$ cat src/rtl/shift_chain_serializer.sv
// Purpose: serializes WIDTH-bit words LSB first into an external DEPTH-stage shift chain and flags valid/last data at the chain tail.
// Latency: bit i is on sr_i in cycle k+1+i after accept edge k, at the tail in cycle k+1+i+DEPTH, and done pulses in cycle k+WIDTH+DEPTH.
// Backpressure: in_ready is low only while shifting (WIDTH cycles); a new word may be accepted while the previous one drains.
module shift_chain_serializer #(
   parameter int WIDTH = 8,
   parameter int DEPTH = 4
) (
   input  logic             CLK,
   input  logic             ASYNCRESETN,
   input  logic             in_valid,
   input  logic [WIDTH-1:0] in_data,
   output logic             in_ready,
   output logic             sr_i,
   output logic             busy,
   output logic             out_valid,
   output logic             out_last,
   output logic             done
);
   localparam int BW = $clog2(WIDTH);
   localparam int DW = (DEPTH > 1) ? $clog2(DEPTH) : 1;
   localparam logic [BW-1:0] BIT_LAST   = BW'(WIDTH - 1);
   localparam logic [DW-1:0] DRAIN_LOAD = DW'(DEPTH - 1);

   typedef enum logic [1:0] {
      IDLE  = 2'd0,
      SHIFT = 2'd1,
      DRAIN = 2'd2
   } state_t;

   state_t           state, state_nxt;
   logic [WIDTH-1:0] shreg, shreg_nxt;
   logic [BW-1:0]    bitcnt, bitcnt_nxt;
   logic [DW-1:0]    draincnt, draincnt_nxt;
   logic             accept;

   // {valid,last} shadow of the external chain; advances every edge like the chain itself
   logic [DEPTH-1:0] trk_vld;
   logic [DEPTH-1:0] trk_last;

   // Next-state and output decode; counters hold instead of wrapping at their end values
   always_comb begin
      state_nxt    = state;
      shreg_nxt    = shreg;
      bitcnt_nxt   = bitcnt;
      draincnt_nxt = draincnt;
      in_ready     = (state != SHIFT);
      sr_i         = (state == SHIFT) ? shreg[0] : 1'b0;
      busy         = (state != IDLE);
      accept       = in_valid & (state != SHIFT);

      case (state)
         IDLE: begin
            if (accept) begin
               state_nxt  = SHIFT;
               shreg_nxt  = in_data;
               bitcnt_nxt = '0;
            end
         end
         SHIFT: begin
            shreg_nxt = shreg >> 1;
            if (bitcnt == BIT_LAST) begin
               state_nxt    = DRAIN;
               draincnt_nxt = DRAIN_LOAD;
            end else begin
               bitcnt_nxt = bitcnt + 1'b1;
            end
         end
         DRAIN: begin
            // A new word starts shifting while the old one is still moving down the chain
            if (accept) begin
               state_nxt  = SHIFT;
               shreg_nxt  = in_data;
               bitcnt_nxt = '0;
            end else if (draincnt == '0) begin
               state_nxt = IDLE;
            end else begin
               draincnt_nxt = draincnt - 1'b1;
            end
         end
         default: begin
            state_nxt = IDLE;
         end
      endcase
   end

   // Control state register
   always_ff @(posedge CLK or negedge ASYNCRESETN) begin
      if (!ASYNCRESETN) begin
         state    <= IDLE;
         shreg    <= '0;
         bitcnt   <= '0;
         draincnt <= '0;
      end else begin
         state    <= state_nxt;
         shreg    <= shreg_nxt;
         bitcnt   <= bitcnt_nxt;
         draincnt <= draincnt_nxt;
      end
   end

   // Tracking pipeline: tags each bit entering the chain so the tail flags line up cycle for cycle
   always_ff @(posedge CLK or negedge ASYNCRESETN) begin
      if (!ASYNCRESETN) begin
         trk_vld  <= '0;
         trk_last <= '0;
      end else begin
         trk_vld[0]  <= (state == SHIFT);
         trk_last[0] <= (state == SHIFT) && (bitcnt == BIT_LAST);
         for (int i = 1; i < DEPTH; i++) begin
            trk_vld[i]  <= trk_vld[i-1];
            trk_last[i] <= trk_last[i-1];
         end
      end
   end

   // Tail flags; last is only ever set alongside valid, so done needs no extra state
   always_comb begin
      out_valid = trk_vld[DEPTH-1];
      out_last  = trk_last[DEPTH-1];
      done      = trk_vld[DEPTH-1] & trk_last[DEPTH-1];
   end

endmodule
$ cat config.mk
export PLATFORM = sky130hd
export DESIGN_NAME = shift_chain_serializer
export DESIGN_NICKNAME = d
export VERILOG_FILES = /design/src/rtl/shift_chain_serializer.sv
export SDC_FILE = /design/constraint.sdc
export NUM_CORES = 1
export LEC_CHECK = 0
export ABC_AREA = 1
export CORE_AREA = 2 2 65 73
export CTS_CLUSTER_DIAMETER = 60
export DETAILED_ROUTE_END_ITERATION = 7
export DIE_AREA = 0 0 67 75
export SYNTH_ARGS = -nofsm -noshare
export SYNTH_HDL_FRONTEND = slang
export SYNTH_SLANG_ARGS = --single-unit
$ cat constraint.sdc
create_clock -name CLK -period 1.59 [get_ports CLK]
set_input_delay 0.2385 -clock CLK [delete_from_list [all_inputs] [get_ports CLK]]
set_output_delay 0.2385 -clock CLK [all_outputs]
set_load 0.01 [all_outputs]
=== Yosys cells after proc, flatten, opt, wreduce, memory -nomap -nowiden ===
Index checks and enable logic that the tools add are counted.

* Add/sub/neg operators: 2
* Multipliers: 0
* Div/mod/pow operators: 0
* $lt $le $gt $ge: 0
* Equal/unequal tests: 11
* Shifts and indexed selects: 0
* Multiplexer cells: 15
* Bitwise operators: 2
* Reduce and logical (&&, ||, !) cells: 11

{| class="wikitable"
|+ Operator list
! cell !! number
|-
| case mux 8 bit (2 select lines) || 1
|-
| two-way mux 2 bit || 7
|-
| two-way mux 8 bit || 1
|-
| inequality test 2 bit (second input constant) || 4
|-
| two-way mux 3 bit || 2
|-
| inequality test 2 x 1 -> 1 bit (second input constant) || 3
|-
| case mux 2 bit (3 select lines) || 1
|-
| case mux 3 bit (2 select lines) || 1
|-
| AND reduction 3 bit || 2
|-
| nonzero test 2 bit || 3
|-
| zero test 2 bit || 2
|-
| case mux 2 bit (2 select lines) || 1
|-
| AND reduction 4 bit || 1
|-
| adder 3 x 1 -> 3 bit (second input constant) || 1
|-
| equality test 3 bit (second input constant) || 1
|-
| inequality test 3 bit (second input constant) || 1
|-
| AND 1 bit || 2
|-
| equality test 2 x 1 -> 1 bit (second input constant) || 1
|-
| equality test 2 bit (second input constant) || 1
|-
| AND reduction 2 bit || 1
|-
| OR reduction 2 bit || 1
|-
| subtractor 2 x 1 -> 2 bit (second input constant) || 1
|-
| logical AND 1 bit || 1
|-
| two-way mux 1 bit || 1
|}

* Register bits after elaboration: 23
* Latch bits: 0
* RAM bits: 0
* ROM bits: 0
* Input bits: 11
* Output and inout port bits: 6
* Word-level logic and storage cells: 47
* Memories kept: 0

=== Logic depth before layout (Yosys ltp) ===
* Depth in word-level cells: 4
* Gate-level depth with buffers: 8
* Gate-level depth less buffers: 7

=== Worst setup path before layout ===
Ideal clock, no wire load.

* Kind: register -> register
* From: reg bitcnt[0]
* To: reg draincnt[0]
* Setup time: 0.116 ns
* Arrival time: 1.069 ns
* Data required time: 1.474 ns
* Path slack: 0.405 ns
* Stages on the path, launching flop included: 7
* Cells stage by stage: dfrtp_1 ha_1 ha_1 nand2_4 nand2_2 nand2_1 nand2_1

* Word-level cells in the longest chain between the ends: 3

{| class="wikitable"
|+ Ends and longest elaborated chain
! element !! line !! RTL
|-
| start: declaration || 32 || <nowiki>logic [BW-1:0] bitcnt, bitcnt_nxt;</nowiki>
|-
| start signal: assignment || 96 || <nowiki>bitcnt <= bitcnt_nxt;</nowiki>
|-
| equality test 3 bit || 61 || <nowiki>if (bitcnt == BIT_LAST) begin</nowiki>
|-
| inequality test 2 x 1 -> 1 bit (no source line) || -- ||
|-
| AND reduction 4 bit (no source line) || -- ||
|-
| end signal: assignment || 97 || <nowiki>draincnt <= draincnt_nxt;</nowiki>
|-
| end: declaration || 33 || <nowiki>logic [DW-1:0] draincnt, draincnt_nxt;</nowiki>
|}

No other way between the ends.
A chain may end at the register's enable or synchronous reset.

=== Worst setup path in the final report ===
* From: reg state[0]
* To: out sr_i

* Word-level cells in the longest chain between the ends: 2

{| class="wikitable"
|+ Ends and longest elaborated chain
! element !! line !! RTL
|-
| start: declaration || 30 || <nowiki>state_t state, state_nxt;</nowiki>
|-
| start signal: assignment || 94 || <nowiki>state <= state_nxt;</nowiki>
|-
| equality test 2 x 1 -> 1 bit || 47 || <nowiki>sr_i = (state == SHIFT) ? shreg[0] : 1'b0;</nowiki>
|-
| two-way mux 1 bit || 47 ||
|-
| end: declaration || 13 || <nowiki>output logic sr_i,</nowiki>
|}

No other way between the ends.

==> metrics.md <==
| Metric | Value |
|---|---|
| Run status | finished, final reports clean |
| Clk buf depth | 2 |
| Gpl congestion | approximately 0.72 |
| Netlist cell types | 15 |
| Setup CP Type | register to primary output |
| Worst-margin pin slew | between 0.2 and 0.3 ns |
| HPWL Detailed | around 1.3 mm |
| Pre-antenna DRT Iters | 4 |
| Hold Violations, Final | 0 |
| ANT cells | 0 |
| Hold-fix buffers at CTS | 0 |
| I/O Pins | 17 |
| CP Capture Type | primary output |
| Max incr delay on CP | between 0.4 and 0.5 ns |
| Post-DRT Antenna Nets | 0 |
| Clock Sink Count | 23 |
| Row count | 25 |
| PwrDens | between 1500 and 2000 nW/um2 |
| Syn Nets | 128 |
| Number of global-route vias before repair | approximately 680 |
| CP max FO | 4 |
| Crit-path slowest cell | dfrtp_2 |
| Fin nets | between 150 and 200 |
| Syn Inst Count | 114 |
| DRT iter0 DRCs | 45 |
| Core Region | roughly 4300 um2 |
| Average wire per standard cell | 9.24 um |
| Maxcap violations | 0 |
| Unrepaired setup endpoints after global routing | false |
| Die height | 75 um |
| Setup WS pre-CTS | 0.118 ns |
| Fillers | 469 |
| Seq cells post-synth | 23 |
| Min Tclk post-route | 1.50 ns |
| DRC | 0 |
| Layout area overhead | 28.8% |
| PnR worst setup slack | 0.0901 ns |
| Final WL | roughly 1.8 mm |
| Setup-failing EPs final | 0 |
| Max VDD drop | approximately 0.63 mV |
| Max-slew headroom | 0.809 |
| Hold_ws | between 0.3 and 0.4 ns |
| Via density | about 3.8 |
| Syn Std Cell Area | between 1000 and 1500 um2 |
| Sequential area share after synthesis | 0.558 |
| TNS Setup | 0 ns |
| DR vias | approximately 730 |
| Worst min path class | input pin to async pin |
| Static Leak | 0.705 nW |
| Die area | between 5000 and 6000 um2 |
| Slew Viols, Final | 0 |
| Initial Util | 0.243 |
| Clock-pin slew on the worst setup and hold paths | around 0.080 ns |
| Total track usage | 0.0809 |
| Largest net degree at the start of global routing | 24 |
| IO Port Bufs | 16 |
| TritonCTS clock tree | built |
| GRT overflow | 0 |
| Syn. warnings | 0 |
| Arrival @ worst endpoint | between 1 and 1.5 ns |
| Cells along the critical path | buf_4 -> nand2_4 -> nor2_1 -> dlygate4sd2_1 |
| Final period utilization | 0.943 |
| F_max | between 0.6 and 0.7 GHz |
| CP required | between 1 and 1.5 ns |
| Horiz. Die Dim | around 67 um |
| Startpoint Class | register |
| Util after Layout | 0.313 |
| Share of cells above drive strength 1 | 0.188 |
| Most common cell after layout, fill and taps aside | nand2_1 |
| Initial antenna violation count | 0 |
| Avg Cell Area, Syn | roughly 9.1 um2 |
| H-tree Lvls | 1 |
| Most frequent cells in the layout | 52 x nand2_1, 22 x dfrtp_1, 13 x clkdlybuf4s50_1, 8 x inv_1, 7 x buf_4 |
| Pwr Total | approximately 2.3 mW |
| Final Skew | between 0.007 and 0.008 ns |
| First-pass GRT wire length | 3.02 mm |
| Root Buffer | clkbuf_8 |
| CTS Buf Count | 3 |
| Skew-Pair Late Insertion Delay | about 0.27 ns |
-- Yosys cell counts --
cell type / number / area share
nand2_8: 1 / 0.019
o21ai_1: 3 / 0.015
inv_2: 3 / 0.011
inv_1: 8 / 0.029
nor2_4: 1 / 0.011
ha_1: 3 / 0.036
nand2_2: 5 / 0.030
buf_4: 1 / 0.0073
dfrtp_1: 23 / 0.56
buf_6: 2 / 0.022
nand3_1: 4 / 0.019
nand2_4: 3 / 0.033
inv_4: 1 / 0.0061
nor2_1: 4 / 0.015
nand2_1: 52 / 0.19
-- power breakdown --
| part | internal, mW | leakage, nW | switching, mW |
|---|---|---|---|
| Sequential | 0.816 | 0.286 | 0.113 |
| Combinational | 0.444 | 0.394 | 0.572 |
| Clock | 0.175 | 0.0255 | 0.187 |
| Total | 1.43 | 0.705 | 0.871 |
-- cells by family after synthesis --
logic type | Yosys count | synth area share
AOI/OAI and AO/OA | 3 | 0.0145
adders and majority gates | 3 | 0.0364
buffers and inverters | 15 | 0.0752
and+or+nand+nor | 70 | 0.316
DFF | 23 | 0.558
-- worst paths after layout --
| kind | start | end | slack (ns) | depth (start not counted) |
|---|---|---|---|---|
| setup / recovery | state[0]$_DFFE_PN0P_ | sr_i | 0.09 | 4 |
| min in group CLK | trk_vld[0]$_DFF_PN0_ | trk_vld[1]$_DFF_PN0_ | 0.35 | 0 |
| setup reg to reg | bitcnt[0]$_DFFE_PN0P_ | draincnt[0]$_DFFE_PN0P_ | 0.29 | 6 |
| hold / removal | ASYNCRESETN | shreg[7]$_DFFE_PN0P_ | 0.32 | 2 |
| hold reg to reg | trk_vld[0]$_DFF_PN0_ | trk_vld[1]$_DFF_PN0_ | 0.35 | 0 |
| max in group asynchronous | ASYNCRESETN | state[0]$_DFFE_PN0P_ | 1.03 | 2 |
-- layer usage --
layer,up-vias,share of wire,track usage
li1,389,-,-
met1,324,0.46,0.0991
met2,16,0.45,0.128
met3,5,0.078,0.0359
met4,0,0.013,0.0272
met5,-,0,0
-- state kept, by name, indices dropped and copies added, names as in the netlist --
| register | flops |
|---|---|
| bitcnt | 3 |
| shreg | 8 |
| draincnt | 2 |
| state | 2 |
| trk_last | 4 |
| trk_vld | 4 |
-- final cells by class --
cell class | count | area, um2 | share of cell area
flip-flops and latches | 23 | 577 | 0.434
multi-input cells | 76 | 379 | 0.285
repair buffers | 23 | 213 | 0.160
well taps | 54 | 67.6 | 0.0508
inverters | 12 | 47.5 | 0.0357
clock buffers | 3 | 41.3 | 0.0310
clock inverters | 1 | 5.00 | 0.00376
-- critical path, delay by kind of cell (launching register included) --
family                 cells  cell delay, ns
and+or+nand+nor            2            0.13
buffers and inverters      2            0.43
DFF                        1            0.44
-- metrics by stage --
step / instance area, um2 / instances
2_1_floorplan: 1030 / 114
3_3_place_gp: 1250 / 184
3_5_place_dp: 1250 / 184
4_1_cts: 1310 / 190
5_1_grt: 1330 / 192
6_report: 1330 / 192
-- repair_timing --
action | in CTS | in global routing
gates resized for setup | 3 | 1
setup endpoints to repair | 3 | 1
buffers inserted | 2 | 2
Note: power is estimated with default switching activity, not from simulation.
